File: src/rtl/wb_stage.sv
// +-----------------------------------------------------------------------------+
// | Module   : wb_stage                                                          |
// | Purpose  : Writeback stage merging ALU results and queued LSU load results   |
// |            onto one register-file write port, with rs1/rs2 bypass.           |
// | Revision : 1.0 - initial release                                             |
// +-----------------------------------------------------------------------------+
`default_nettype none

module wb_stage #(
  parameter int XLEN  = 64,
  parameter int DEPTH = 4
) (
  input  logic            clk,
  input  logic            rst_n,
  input  logic            alu_exe_valid_i,
  input  logic [4:0]      alu_exe_rd_i,
  input  logic [XLEN-1:0] alu_exe_rd_value_i,
  input  logic            lsu_valid_i,
  output logic            lsu_ready_o,
  input  logic [4:0]      lsu_rd_i,
  input  logic [XLEN-1:0] lsu_rd_value_i,
  input  logic [4:0]      rs1_addr_i,
  input  logic [4:0]      rs2_addr_i,
  output logic            rs1_bypass_en_o,
  output logic [XLEN-1:0] rs1_bypass_data_o,
  output logic            rs2_bypass_en_o,
  output logic [XLEN-1:0] rs2_bypass_data_o,
  output logic            rf_we_o,
  output logic [4:0]      rf_waddr_o,
  output logic [XLEN-1:0] rf_wdata_o,
  output logic [31:0]     lsu_pending_o
);

  localparam int c_ptr_w = $clog2(DEPTH);
  localparam int c_cnt_w = c_ptr_w + 1;

  logic [4:0]         r_fifo_rd   [DEPTH];
  logic [XLEN-1:0]    r_fifo_data [DEPTH];
  logic [c_ptr_w-1:0] r_wr_ptr;
  logic [c_ptr_w-1:0] r_rd_ptr;
  logic [c_cnt_w-1:0] r_count;
  logic               r_wb_load;

  logic        w_push;
  logic        w_pop;
  logic        w_alu_win;
  logic [31:0] w_pending;

  assign lsu_ready_o = (r_count != c_cnt_w'(DEPTH));
  // Loads to x0 complete the handshake but never occupy a slot.
  assign w_push      = lsu_valid_i & lsu_ready_o & (lsu_rd_i != 5'd0);
  assign w_alu_win   = alu_exe_valid_i & (alu_exe_rd_i != 5'd0);
  assign w_pop       = ~w_alu_win & (r_count != '0);

  always_ff @(posedge clk) begin
    if (w_push) begin
      r_fifo_rd[r_wr_ptr]   <= lsu_rd_i;
      r_fifo_data[r_wr_ptr] <= lsu_rd_value_i;
    end
  end

  always_ff @(posedge clk or negedge rst_n) begin
    if (!rst_n) begin
      r_wr_ptr   <= '0;
      r_rd_ptr   <= '0;
      r_count    <= '0;
      rf_we_o    <= 1'b0;
      rf_waddr_o <= '0;
      rf_wdata_o <= '0;
      r_wb_load  <= 1'b0;
    end else begin
      if (w_push) r_wr_ptr <= r_wr_ptr + c_ptr_w'(1);
      if (w_pop)  r_rd_ptr <= r_rd_ptr + c_ptr_w'(1);
      case ({w_push, w_pop})
        2'b10:   r_count <= r_count + c_cnt_w'(1);
        2'b01:   r_count <= r_count - c_cnt_w'(1);
        default: r_count <= r_count;
      endcase
      if (w_alu_win) begin
        rf_we_o    <= 1'b1;
        rf_waddr_o <= alu_exe_rd_i;
        rf_wdata_o <= alu_exe_rd_value_i;
        r_wb_load  <= 1'b0;
      end else if (w_pop) begin
        rf_we_o    <= 1'b1;
        rf_waddr_o <= r_fifo_rd[r_rd_ptr];
        rf_wdata_o <= r_fifo_data[r_rd_ptr];
        r_wb_load  <= 1'b1;
      end else begin
        rf_we_o    <= 1'b0;
        r_wb_load  <= 1'b0;
      end
    end
  end

  // An entry is live when its distance from the read pointer is below count.
  always_comb begin
    w_pending = '0;
    for (int i = 0; i < DEPTH; i++) begin
      if ({1'b0, c_ptr_w'(i) - r_rd_ptr} < r_count) begin
        w_pending[r_fifo_rd[i]] = 1'b1;
      end
    end
    if (r_wb_load) begin
      w_pending[rf_waddr_o] = 1'b1;
    end
    w_pending[0] = 1'b0;
  end

  assign lsu_pending_o = w_pending;

  logic w_rs1_hit_alu, w_rs1_hit_wb, w_rs2_hit_alu, w_rs2_hit_wb;

  // The ALU value is younger than the write register, so it wins.
  assign w_rs1_hit_alu = alu_exe_valid_i & (alu_exe_rd_i == rs1_addr_i) & (rs1_addr_i != 5'd0);
  assign w_rs1_hit_wb  = rf_we_o & (rf_waddr_o == rs1_addr_i) & (rs1_addr_i != 5'd0);
  assign w_rs2_hit_alu = alu_exe_valid_i & (alu_exe_rd_i == rs2_addr_i) & (rs2_addr_i != 5'd0);
  assign w_rs2_hit_wb  = rf_we_o & (rf_waddr_o == rs2_addr_i) & (rs2_addr_i != 5'd0);

  assign rs1_bypass_en_o   = w_rs1_hit_alu | w_rs1_hit_wb;
  assign rs1_bypass_data_o = w_rs1_hit_alu ? alu_exe_rd_value_i :
                             w_rs1_hit_wb  ? rf_wdata_o : '0;
  assign rs2_bypass_en_o   = w_rs2_hit_alu | w_rs2_hit_wb;
  assign rs2_bypass_data_o = w_rs2_hit_alu ? alu_exe_rd_value_i :
                             w_rs2_hit_wb  ? rf_wdata_o : '0;

endmodule

`default_nettype wire

File: config.mk
export PLATFORM = sky130hd
export DESIGN_NAME = wb_stage
export DESIGN_NICKNAME = d
export VERILOG_FILES = /design/src/rtl/wb_stage.sv
export SDC_FILE = /design/constraint.sdc
export NUM_CORES = 1
export LEC_CHECK = 0
export ABC_AREA = 1
export CAP_MARGIN = 40
export CORE_MARGIN = 5
export CORE_UTILIZATION = 40
export CTS_CLUSTER_DIAMETER = 50
export CTS_CLUSTER_SIZE = 8
export DETAILED_ROUTE_END_ITERATION = 10
export PLACE_DENSITY = 0.68
export SLEW_MARGIN = 15
export SYNTH_ARGS = -nofsm -noshare
export SYNTH_HDL_FRONTEND = slang
export SYNTH_SLANG_ARGS = --single-unit
File: constraint.sdc
create_clock -name clk -period 4.65 [get_ports clk]
set_input_delay 0.93 -clock clk [delete_from_list [all_inputs] [get_ports clk]]
set_output_delay 0.93 -clock clk [all_outputs]
set_load 0.005 [all_outputs]
* Word level (Yosys, flattened, before mapping)
Memory sizes are Yosys's and may differ from the RTL's. Cells that the tools add are included.
Storage, ports and cells: bits in writable memories 276, bits of input ports 152, bits in latches 0, register bits after elaboration 78, memory bits (read-only) 0, memories kept 2, output and inout port bits 233
Memories:
- r_fifo_data | depth 4, bits a word 64, read ports 1, clocked after Yosys merged registers in 0, wr ports 1, RTL line 38 | logic [XLEN-1:0] r_fifo_data [DEPTH];
- r_fifo_rd | depth 4, bits a word 5, read ports 5, clocked after Yosys merged registers in 0, wr ports 1, RTL line 37 | logic [4:0] r_fifo_rd [DEPTH];
Operators by class: mux-type cells 29, add/sub/neg operators 8, divide/modulo/power cells 0, eq/ne operators 7, bitwise operators 19, shift-type cells 0, reduce and logical (&&, ||, !) cells 12, magnitude comparators 14, $mul 0
Operators by type and width (count):
- $mux 64 | 6
- $mux 32 | 5
- $or 32x32->32 | 4
- $lt 5x6->1 const B | 5
- $demux 1 s5 | 5
- $ge 5x1->1 const B | 5
- $eq 5x5->1 | 4
- $reduce_bool 5->1 | 4
- $and 1x1->1 | 12
- $lt 2x3->1 | 4
- $mux 1 | 10
- $mux 5 | 2
- $pmux 3 s2 | 1
- $logic_and 1x1->1 | 5
- $add 2x1->2 const B | 2
- $reduce_bool 2->1 | 2
- $sub 1x2->2 const A | 2
- $sub 2x2->2 const A | 2
- $add 3x1->3 const B | 1
- $ne 3x3->1 const B | 1
- $reduce_bool 3->1 | 1
- $sub 3x1->3 const B | 1
- $eq 2x1->1 const B | 1
- $eq 2x2->1 const B | 1
- 2 further kinds | 3

* Depth between registers and ports, before layout
Gate-level depths: netlist (run 1). An unclocked memory read counts as a cell.
depth in word-level cells 14, gate-level depth with buffers 13, depth with buffers taken out 11

* Worst setup path before layout (run 1)
Ideal clock, no wire load.
path type input to register, start point input port lsu_rd_i[3], end point memory r_fifo_data[0][0], enable pin, path buffers 0, arrival 4152 ps, setup time 497 ps, path slack 1 ps, required time 4153 ps, stages 4, cells stage by stage nor3_1 nand2_1 nand3_1 nor2_1
Between the ends: cells in the longest elaborated chain, start to end 4
RTL lines:
- from (decl) | RTL line 20 | input logic [4:0] lsu_rd_i,
- $reduce_bool 5->1 | RTL line 51 | assign w_push = lsu_valid_i & lsu_ready_o & (lsu_rd_i != 5'd0);
- $and 1x1->1 | RTL line 51
- $mux 1 | RTL line 56 | if (w_push) begin
- $mux 1 (implied by the code) | RTL line 58 | r_fifo_data[r_wr_ptr] <= lsu_rd_value_i;
- to (decl) | RTL line 38
Every way passes these cells.

* Final worst setup path (run 1)
start point input port alu_exe_rd_i[3], end point output port rs2_bypass_data_o[0]
Between the ends: cells in the longest elaborated chain, start to end 4
RTL lines:
- from (decl) | RTL line 16 | input logic [4:0] alu_exe_rd_i,
- $eq 5x5->1 | RTL line 117 | assign w_rs2_hit_alu = alu_exe_valid_i & (alu_exe_rd_i == rs2_addr_i) & (rs2_addr_i != 5'd0);
- $and 1x1->1 (2 in a row) | RTL line 117
- $mux 64 | RTL line 124 | assign rs2_bypass_data_o = w_rs2_hit_alu ? alu_exe_rd_value_i :
- to (decl) | RTL line 27 | output logic [XLEN-1:0] rs2_bypass_data_o,
Every way passes these cells.

==> results of run 1 <==
-- where the power goes --
group | internal (mW) | total, mW | switching [mW] | leakage (nW)
Clock | 2.12 | 3.43 | 1.32 | 0.716
Sequential | 4.25 | 4.90 | 0.657 | 3.47
Combinational | 1.88 | 4.94 | 3.06 | 6.32
-- worst max-delay path: cells and delay by family --
| family | cells | cell delay [ns] |
|---|---|---|
| buffers and inverters | 4 | 1.47 |
| AO/OA/AOI/OAI | 1 | 0.18 |
| AND/OR/NAND/NOR | 5 | 0.81 |
-- per-stage QoR --
| step | total power, mW | area, um^2 | worst slack, ns | cells | hold WS, ns |
|---|---|---|---|---|---|
| floorplan | 7.40 | 18600 | 0.00128 | 2212 | 0.450 |
| global placement | 9.74 | 22900 | 0.250 | 3123 | 0.468 |
| detailed placement | 9.88 | 23000 | 0.327 | 3126 | 0.490 |
| CTS | 13.4 | 24500 | 0.303 | 3221 | 0.360 |
| global route | 14.0 | 24500 | 0.145 | 3222 | 0.378 |
| finish | 13.3 | 24500 | 0.324 | 3223 | 0.350 |
-- layout by cell type, fill, tap and decap left out, drive strengths merged --
cell type / count
a22oi: 62
nand3: 323
xor2: 4
edfxtp: 276
fa: 1
nor2: 181
o21ai: 11
o211ai: 1
nand4: 38
clkdlybuf4s50: 381
nand2: 825
bufinv: 1
nor3: 43
xnor2: 2
clkinv: 5
dfrtp: 78
conb: 1
clkbuf: 90
buf: 43
inv: 202
a21oi: 32
ha: 9
a21boi: 3
o2111ai: 2
diode: 2
-- cell type report --
type                            count  area [um^2]  area share
Sequential cell                   354        10200       0.418
Multi-Input combinational cell   1538         6920       0.282
Timing Repair Buffer              424         4320       0.176
Clock buffer                       90         1420      0.0580
Inverter                          203          764      0.0312
Tap cell                          607          759      0.0310
Clock inverter                      5         91.3     0.00372
Antenna cell                        2         5.00    0.000204
-- cells in the mapped netlist, types with 2 or more instances --
master	number	share of area
xnor2_1	2	0.00094
nand2_2	4	0.0013
inv_2	14	0.0028
buf_6	25	0.015
nor2_2	5	0.0017
nor2_1	171	0.035
buf_2	56	0.015
nand2_1	821	0.17
nand4_1	38	0.013
a21oi_1	32	0.0086
clkbuf_1	20	0.0040
o21ai_1	2	0.00054
ha_1	9	0.0061
edfxtp_1	276	0.45
o2111ai_1	2	0.00094
a22oi_1	62	0.025
nor3_1	43	0.012
nand3_1	322	0.087
o21ai_0	8	0.0022
nor2_4	4	0.0024
inv_1	189	0.038
dfrtp_1	78	0.10
xor2_1	4	0.0019
buf_4	15	0.0061
-- per-layer routing --
layer	part of all wire	global-route usage
met1	0.43	0.358
met2	0.47	0.423
met3	0.083	0.0595
met4	0.019	0.0527
met5	0.00098	0
-- sequential cells by signal, summed over array words and instances (netlist names) --
register	cells
rf_waddr_o	5
rf_we_o	1
r_count	3
rf_wdata_o	64
r_fifo_data	256
r_wr_ptr	2
r_fifo_rd	20
r_rd_ptr	2
r_wb_load	1
-- worst paths after layout --
kind / slack [ns] / start / end / cells past startpoint
worst min register to register: 0.51 / r_count[1] / r_count[1] / 2
worst max register to register: 1.93 / r_count[1] / r_count[2] / 9
min in group clk: 0.51 / r_count[1] / r_count[1] / 2
worst min-delay path: 0.35 / rst_n / rf_wdata_o[5] / 1
max in group asynchronous: 3.22 / rst_n / rf_wdata_o[61] / 2
worst max-delay path: 0.32 / alu_exe_rd_i[3] / rs2_bypass_data_o[0] / 10
-- cell families after synthesis --
logic type | Yosys count | synth area share
and+or+nand+nor | 1410 | 0.318
DFF | 354 | 0.551
buffers and inverters | 320 | 0.0815
AOI/OAI and AO/OA | 111 | 0.0396
adders and majority gates | 10 | 0.00713
xor gates and xnor gates | 6 | 0.00283
other | 1 | 0.000202
==> impl_metrics.env, run 1 <==
export IMPL_path_cells="clkdlybuf4s50_1 > inv_2 > a21oi_1 > nand3_1 > nor2_4 > nand2_4 > buf_4 > nand3_1 > nand2_1 > clkdlybuf4s50_1"
export IMPL_ys_ff_latch=354
export IMPL_slowest_delay_ns=0.66
export IMPL_port_buffers=383
export IMPL_yosys_warnings=0
export IMPL_cts_max_path_buffers=3
export IMPL_crit_path_max_fanout=15
export IMPL_start_util=0.402
export IMPL_grt_setup_unrepaired="false"
export IMPL_cts_tree="done"
export IMPL_cts_repair_resized=0
export IMPL_area_growth_pct=31.9
export IMPL_setup_violations=0
export IMPL_syn_instance_count=2212
export IMPL_die_area_um2=50900
export IMPL_synth_area_per_cell_um2=8.41
export IMPL_root_buffer="clkbuf_16"
export IMPL_dieHeight_um=226
export IMPL_critPathLaunchType="input port"
export IMPL_dpl_hpwl_mm=47.9
export IMPL_crit_type="input port to primary output"
export IMPL_dieWidth_um=226
export IMPL_slew_violations=0
export IMPL_post_cts_buffers=0
export IMPL_cts_buffers=51
export IMPL_grt_pass1_wl_mm=101
export IMPL_relSlewSlack=0.401
export IMPL_maxCapViolCount=0
export IMPL_final_layout_size_suffix_gt1_frac=0.0528
export IMPL_ys_seq_area_frac=0.551
export IMPL_final_antenna_net_count=0
export IMPL_cts_reportedPaths_clkPinSlew_ns=0.05
export IMPL_syn_nets=2374
export IMPL_hold_class="input port to asynchronous set/reset pin"
export IMPL_worst_clock_skew_ns=0.0179
export IMPL_cp_data_required_time_ns=3.72
export IMPL_synth_main_ff_cell="edfxtp_1"
export IMPL_period_needed_ns=4.33
export IMPL_dr_total_vias=17100
export IMPL_ctsHtreeMaxLevel=2
export IMPL_overflow=0
export IMPL_cts_hold_buf=0
export IMPL_boundaryPins=385
export IMPL_drt_wl_total_mm=68.6
export IMPL_post_route_drc_count=0
export IMPL_fmax_mhz=231
export IMPL_dr_pass1_iters=6
export IMPL_post_drt_wl_per_cell_um=21.3
export IMPL_syn_area_um2=18600
export IMPL_grt_pass1_vias=16500
export IMPL_cts_sink_count=354
export IMPL_rows=79
export IMPL_nFillCells=4235
export IMPL_end_kind="primary output"
export IMPL_ys_types=34
export IMPL_final_util=0.530
export IMPL_fp_coreArea_um2=46300
export IMPL_powerDensity_nw_per_um2=541
export IMPL_grt_antenna_before_repair=13
export IMPL_via_per_inst=5.32
export IMPL_min_period_over_period=0.930
export IMPL_status="finished clean"
export IMPL_drt_initial_drc_count=1598
export IMPL_routabilityCongestion=0.895
export IMPL_ir_worst_vdd_mv=0.446
export IMPL_insertion_delay_ns=0.57
export IMPL_hold_viol_final=0
export IMPL_power_leakage_nw=10.5
export IMPL_track_usage=0.259
export IMPL_synth_edf_count=276
export IMPL_nNetsFinal=2734
export IMPL_tightest_slew_ns=0.899
export IMPL_grt_max_degree=68
export IMPL_slowest_stage="clkdlybuf4s50_1"
export IMPL_fin_tns_setup_ns=0
export IMPL_async_flop_share=0.220
export IMPL_crit_arrival_ns=3.40
No activity file was read; power rests on OpenSTA's default activity.
==> run 2, diff against run 1 <==
--- a/config.mk
+++ b/config.mk
@@ -9,3 +9,3 @@
 export CAP_MARGIN = 40
-export CORE_MARGIN = 5
+export CORE_MARGIN = 8
 export CORE_UTILIZATION = 40
--- a/constraint.sdc
+++ b/constraint.sdc
@@ -3,2 +3,2 @@
 set_output_delay 0.93 -clock clk [all_outputs]
-set_load 0.005 [all_outputs]
+set_load 0.02 [all_outputs]
==> run 2 against run 1 <==
Sequential power decreased by 0.8%. Final area increased by 0.50%. Sequential share of layout area decreased by 0.21 points. Critical path depth decreased by 1. Largest cell class unchanged. Final cell count increased by 0.16%. Die area increased by 5.4%. Critical path type unchanged.
==> impl_metrics.env, run 2 (synthesized netlist as in run 1, its figures left out) <==
export IMPL_cp_data_required_time_ns=3.72
export IMPL_track_usage=0.240
export IMPL_p_total_mw=13.9
export IMPL_cts_repair_resized=0
export IMPL_top_regs="r_fifo_data (256), rf_wdata_o (64), r_fifo_rd (20)"
export IMPL_slowest_stage="clkdlybuf4s50_1"
export IMPL_largest_reg_flops=256
export IMPL_period_needed_ns=4.38
export IMPL_root_buffer="clkbuf_16"
export IMPL_post_cts_buffers=0
export IMPL_status="finished clean"
export IMPL_tightest_slew_ns=0.860
export IMPL_dr_pass1_iters=5
export IMPL_slew_violations=0
export IMPL_hold_viol_final=0
export IMPL_end_kind="primary output"
export IMPL_crit_arrival_ns=3.45
export IMPL_grt_setup_unrepaired="false"
export IMPL_setup_violations=0
export IMPL_fp_coreArea_um2=46300
export IMPL_seqPwrFrac=0.348
export IMPL_routabilityCongestion=0.905
export IMPL_clock_power_share=0.256
export IMPL_post_drt_wl_per_cell_um=20.8
export IMPL_crit_type="input port to primary output"
export IMPL_final_antenna_net_count=0
export IMPL_path_cells="clkdlybuf4s50_1 > inv_1 > o211ai_1 > nor2_4 > nand2_2 > buf_12 > nand3_1 > nand2_1 > clkdlybuf4s50_1"
export IMPL_rows=79
export IMPL_dr_total_vias=16900
export IMPL_fin_tns_setup_ns=0
export IMPL_cpMostUsedCell="clkdlybuf4s50_1"
export IMPL_boundaryPins=385
export IMPL_hold_slack_ns=0.341
export IMPL_grt_pass1_vias=16700
export IMPL_grt_antenna_before_repair=15
export IMPL_powerDensity_nw_per_um2=566
export IMPL_final_layout_size_suffix_gt1_frac=0.0536
export IMPL_drt_initial_drc_count=1442
export IMPL_nNetsFinal=2733
export IMPL_ir_worst_vdd_mv=0.361
export IMPL_dpl_hpwl_mm=47.6
export IMPL_cts_reportedPaths_clkPinSlew_ns=0.05
export IMPL_cts_max_path_buffers=3
export IMPL_post_route_drc_count=0
export IMPL_die_area_um2=53700
export IMPL_grt_max_degree=67
export IMPL_cts_hold_buf=0
export IMPL_relSlewSlack=0.426
export IMPL_switching_share=0.400
export IMPL_fmax_mhz=228
export IMPL_port_buffers=383
export IMPL_power_leakage_nw=10.5
export IMPL_min_period_over_period=0.942
export IMPL_final_common_cell="nand2_1"
export IMPL_p_sw_mw=5.58
export IMPL_crit_path_max_fanout=49
export IMPL_hold_class="input port to asynchronous set/reset pin"
export IMPL_cts_buffers=52
export IMPL_area_growth_pct=32.5
export IMPL_cp_top_family="buffers and inverters"
export IMPL_drt_wl_total_mm=67.2
export IMPL_critPathLaunchType="input port"
export IMPL_ctsHtreeMaxLevel=2
export IMPL_critPathBufInv=4
export IMPL_overflow=0
export IMPL_most_common_layout_cells="nand2_1, clkdlybuf4s50_1, nand3_1"
export IMPL_grt_pass1_wl_mm=100
export IMPL_regMostFlops="r_fifo_data"
export IMPL_worst_clock_skew_ns=0.0300
export IMPL_insertion_delay_ns=0.58
export IMPL_slowest_delay_ns=0.60
export IMPL_dieHeight_um=232
export IMPL_maxCapViolCount=0
export IMPL_via_per_inst=5.23
export IMPL_p_int_mw=8.36
export IMPL_cts_tree="done"
export IMPL_start_util=0.402
export IMPL_dieWidth_um=232
export IMPL_cts_sink_count=354
export IMPL_p_comb_frac=0.396
export IMPL_final_util=0.533
-- run 2: cell type report --
cell class | instances | area [um^2]
Inverter | 203 | 762
Tap cell | 607 | 759
Antenna cell | 9 | 22.5
Sequential cell | 354 | 10200
Clock buffer | 88 | 1470
Multi-Input combinational cell | 1538 | 6910
Clock inverter | 7 | 136
Fill cell | 4162 | 21600
Timing Repair Buffer | 422 | 4350
-- run 2: worst register-to-register path: stages, from the launching register on --
cell and delay (ns):
dfrtp_1 0.37, inv_1 0.21, nand3_1 0.20, nand3_1 0.50, ha_1 0.26, inv_1 0.07, fa_1 0.38, a21oi_1 0.15
o21ai_0 0.11, xor2_1 0.15
-- run 2: per-layer routing --
layer	global-route usage	part of all wire	up-vias
li1	-	-	8023
met1	0.311	0.42	7988
met2	0.389	0.47	755
met3	0.0609	0.089	109
met4	0.0832	0.029	10
met5	0	0.0011	-
-- run 2: worst paths after layout --
check / to / start / slack (ns) / depth (start not counted)
worst max-delay path: rs2_bypass_data_o[13] / alu_exe_rd_i[1] / 0.27 / 9
worst min-delay path: rf_wdata_o[5] / rst_n / 0.34 / 1
worst max register to register: r_count[2] / r_count[1] / 2.16 / 9
worst min register to register: r_count[1] / r_count[1] / 0.48 / 2
max in group asynchronous: rf_wdata_o[26] / rst_n / 3.26 / 2
min in group clk: r_count[1] / r_count[1] / 0.48 / 2
-- run 2: stage by stage --
stage	worst slack [ns]	cells	instance area (um^2)
3_3_place_gp	0.237	3122	23000
3_5_place_dp	0.304	3124	23000
2_1_floorplan	-0.000815	2212	18600
5_1_grt	0.191	3226	24600
6_report	0.267	3228	24600
4_1_cts	0.258	3219	24600
-- run 2: power by group through the flow --
stage / Sequential, mW / Clock, mW / Combinational, mW
after floorplan: 5.04 / 0 / 2.89
after global placement: 4.87 / 0 / 5.45
after detailed placement: 4.88 / 0 / 5.55
after CTS: 4.85 / 3.62 / 5.58
after global routing: 4.93 / 3.77 / 5.97
final: 4.86 / 3.57 / 5.52
==> run 3, diff against run 2 <==
Settings changed: CTS_CLUSTER_DIAMETER 50 to 120.
==> run 3 against run 2 <==
Final area is 0.64% lower. Final cell count down 0.25%. Hold slack better by 0.020 ns. First-iteration DRC count grew 2.0%. Sequential cell count unchanged. Critical path depth is the same. Critical path type unchanged. Clock skew fell by 0.011 ns. Largest cell class unchanged. Wire length is 0.16% higher. Via count grew 0.17%. Maximum frequency is 0.54% lower.
==> impl_metrics.env, run 3 (synthesized netlist as in run 1, its figures left out) <==
export IMPL_via_per_inst=5.25
export IMPL_layout_setup_ws_ns=0.244
export IMPL_grt_pass1_vias=16600
export IMPL_switching_share=0.403
export IMPL_p_int_mw=8.19
export IMPL_critPathLaunchType="input port"
export IMPL_clock_power_share=0.244
export IMPL_grtUsageMet1=0.316
export IMPL_overflow=0
export IMPL_cts_tree="done"
export IMPL_nFillCells=4182
export IMPL_path_cells="clkdlybuf4s50_1 > inv_1 > o211ai_1 > nor2_4 > nand2_2 > buf_12 > nand3_1 > nand2_1 > clkdlybuf4s50_1"
export IMPL_cts_reportedPaths_clkPinSlew_ns=0.05
export IMPL_cts_repair_resized=0
export IMPL_worst_clock_skew_ns=0.0186
export IMPL_cts_max_path_buffers=3
export IMPL_regMostFlops="r_fifo_data"
export IMPL_cts_hold_buf=0
export IMPL_dieWidth_um=232
export IMPL_boundaryPins=385
export IMPL_cp_top_family="buffers and inverters"
export IMPL_final_layout_size_suffix_gt1_frac=0.0514
export IMPL_crit_type="input port to primary output"
export IMPL_post_route_drc_count=0
export IMPL_gr_usage_met3=0.0511
export IMPL_dr_pass1_iters=6
export IMPL_min_period_over_period=0.948
export IMPL_area_growth_pct=31.7
export IMPL_fmax_mhz=227
export IMPL_seqPwrFrac=0.354
export IMPL_status="finished clean"
export IMPL_hold_slack_ns=0.361
export IMPL_die_area_um2=53700
export IMPL_post_cts_buffers=0
export IMPL_end_kind="primary output"
export IMPL_power_leakage_nw=10.5
export IMPL_fp_coreArea_um2=46300
export IMPL_top_regs="r_fifo_data (256), rf_wdata_o (64), r_fifo_rd (20)"
export IMPL_grt_busiest_layer="met2"
export IMPL_hold_class="input port to asynchronous set/reset pin"
export IMPL_routabilityCongestion=0.905
export IMPL_post_drt_wl_per_cell_um=20.9
export IMPL_slowest_stage="clkdlybuf4s50_1"
export IMPL_cpMostUsedCell="clkdlybuf4s50_1"
export IMPL_cts_buffers=50
export IMPL_largest_reg_flops=256
export IMPL_maxCapViolCount=0
export IMPL_critPathBufInv=4
export IMPL_dieHeight_um=232
export IMPL_p_sw_mw=5.53
export IMPL_ctsHtreeMaxLevel=2
export IMPL_grt_setup_unrepaired="false"
export IMPL_crit_path_max_fanout=49
export IMPL_hold_viol_final=0
export IMPL_grt_pass1_wl_mm=101
export IMPL_rows=79
export IMPL_slew_violations=0
export IMPL_relSlewSlack=0.431
export IMPL_ir_worst_vdd_mv=0.337
export IMPL_cts_sink_count=354
export IMPL_slowest_delay_ns=0.61
export IMPL_grtUsageMet2=0.399
export IMPL_cp_data_required_time_ns=3.72
export IMPL_most_common_layout_cells="nand2_1, clkdlybuf4s50_1, nand3_1"
export IMPL_final_antenna_net_count=0
export IMPL_tightest_slew_ns=0.854
export IMPL_track_usage=0.241
export IMPL_p_total_mw=13.7
export IMPL_p_comb_frac=0.402
export IMPL_final_common_cell="nand2_1"
export IMPL_dpl_hpwl_mm=47.6
export IMPL_period_needed_ns=4.41
export IMPL_port_buffers=383
export IMPL_grt_max_degree=67
export IMPL_crit_arrival_ns=3.48
export IMPL_drt_initial_drc_count=1471
export IMPL_insertion_delay_ns=0.57
export IMPL_root_buffer="clkbuf_16"
export IMPL_grt_antenna_before_repair=8
export IMPL_start_util=0.402
export IMPL_dr_total_vias=16900
export IMPL_dp_slack_ns=0.304
export IMPL_setup_violations=0
export IMPL_drt_wl_total_mm=67.3
export IMPL_powerDensity_nw_per_um2=560
export IMPL_nNetsFinal=2731
run 3: changes by cell type in the layout (fill, tap and decap cells not counted), sizes merged:
cell,delta
diode,-5
inv,+2
bufinv,-1
clkinv,-3
clkinvlp,-1
run 3: layer usage:
layer,share of wire,vias to the layer above,wire [um]
li1,-,8023,-
met1,0.43,8042,28700
met2,0.47,756,31800
met3,0.079,88,5300
met4,0.022,4,1460
met5,0.00040,-,27
run 3: area by class of cell:
type                            count  area [um^2]  area share
Clock buffer                       88         1390      0.0569
Multi-Input combinational cell   1538         6910       0.282
Timing Repair Buffer              422         4350       0.178
Inverter                          203          762      0.0311
Tap cell                          607          759      0.0310
Antenna cell                        4         10.0    0.000409
Sequential cell                   354        10200       0.418
Clock inverter                      4         65.1     0.00266
run 3: path summary, 6_finish.rpt:
kind	startpoint	to	slack [ns]	depth (start not counted)
worst max-delay path	alu_exe_rd_i[1]	rs2_bypass_data_o[13]	0.24	9
worst min-delay path	rst_n	rf_wdata_o[5]	0.36	1
worst max register to register	r_count[1]	r_fifo_data[3][61]	2.14	5
worst min register to register	r_count[1]	r_count[1]	0.48	2
max in group asynchronous	rst_n	rf_wdata_o[36]	3.23	2
min in group clk	r_count[1]	r_count[1]	0.48	2
run 3: power by group through the flow:
stage	registers (mW)	logic, mW	clock network [mW]
after floorplan	5.04	2.89	0
after global placement	4.87	5.45	0
after detailed placement	4.88	5.55	0
after CTS	4.84	5.57	3.41
after global routing	4.93	5.97	3.54
final	4.86	5.52	3.34
run 3: through the flow:
step / instances / instance area (um^2) / setup TNS (ns) / utilization
after floorplan: 2212 / 18600 / -0.225 / -
after global placement: 3122 / 23000 / 0 / 0.496
after detailed placement: 3124 / 23000 / 0 / 0.498
after CTS: 3216 / 24500 / 0 / 0.529
after global routing: 3219 / 24500 / 0 / 0.529
final: 3220 / 24500 / 0 / 0.529
run 3: worst register-to-register path: cells and delay by family (launching register included):
family,cells,cell delay [ns]
and+or+nand+nor,3,1.30
buffers and inverters,2,0.53
DFF,1,0.34
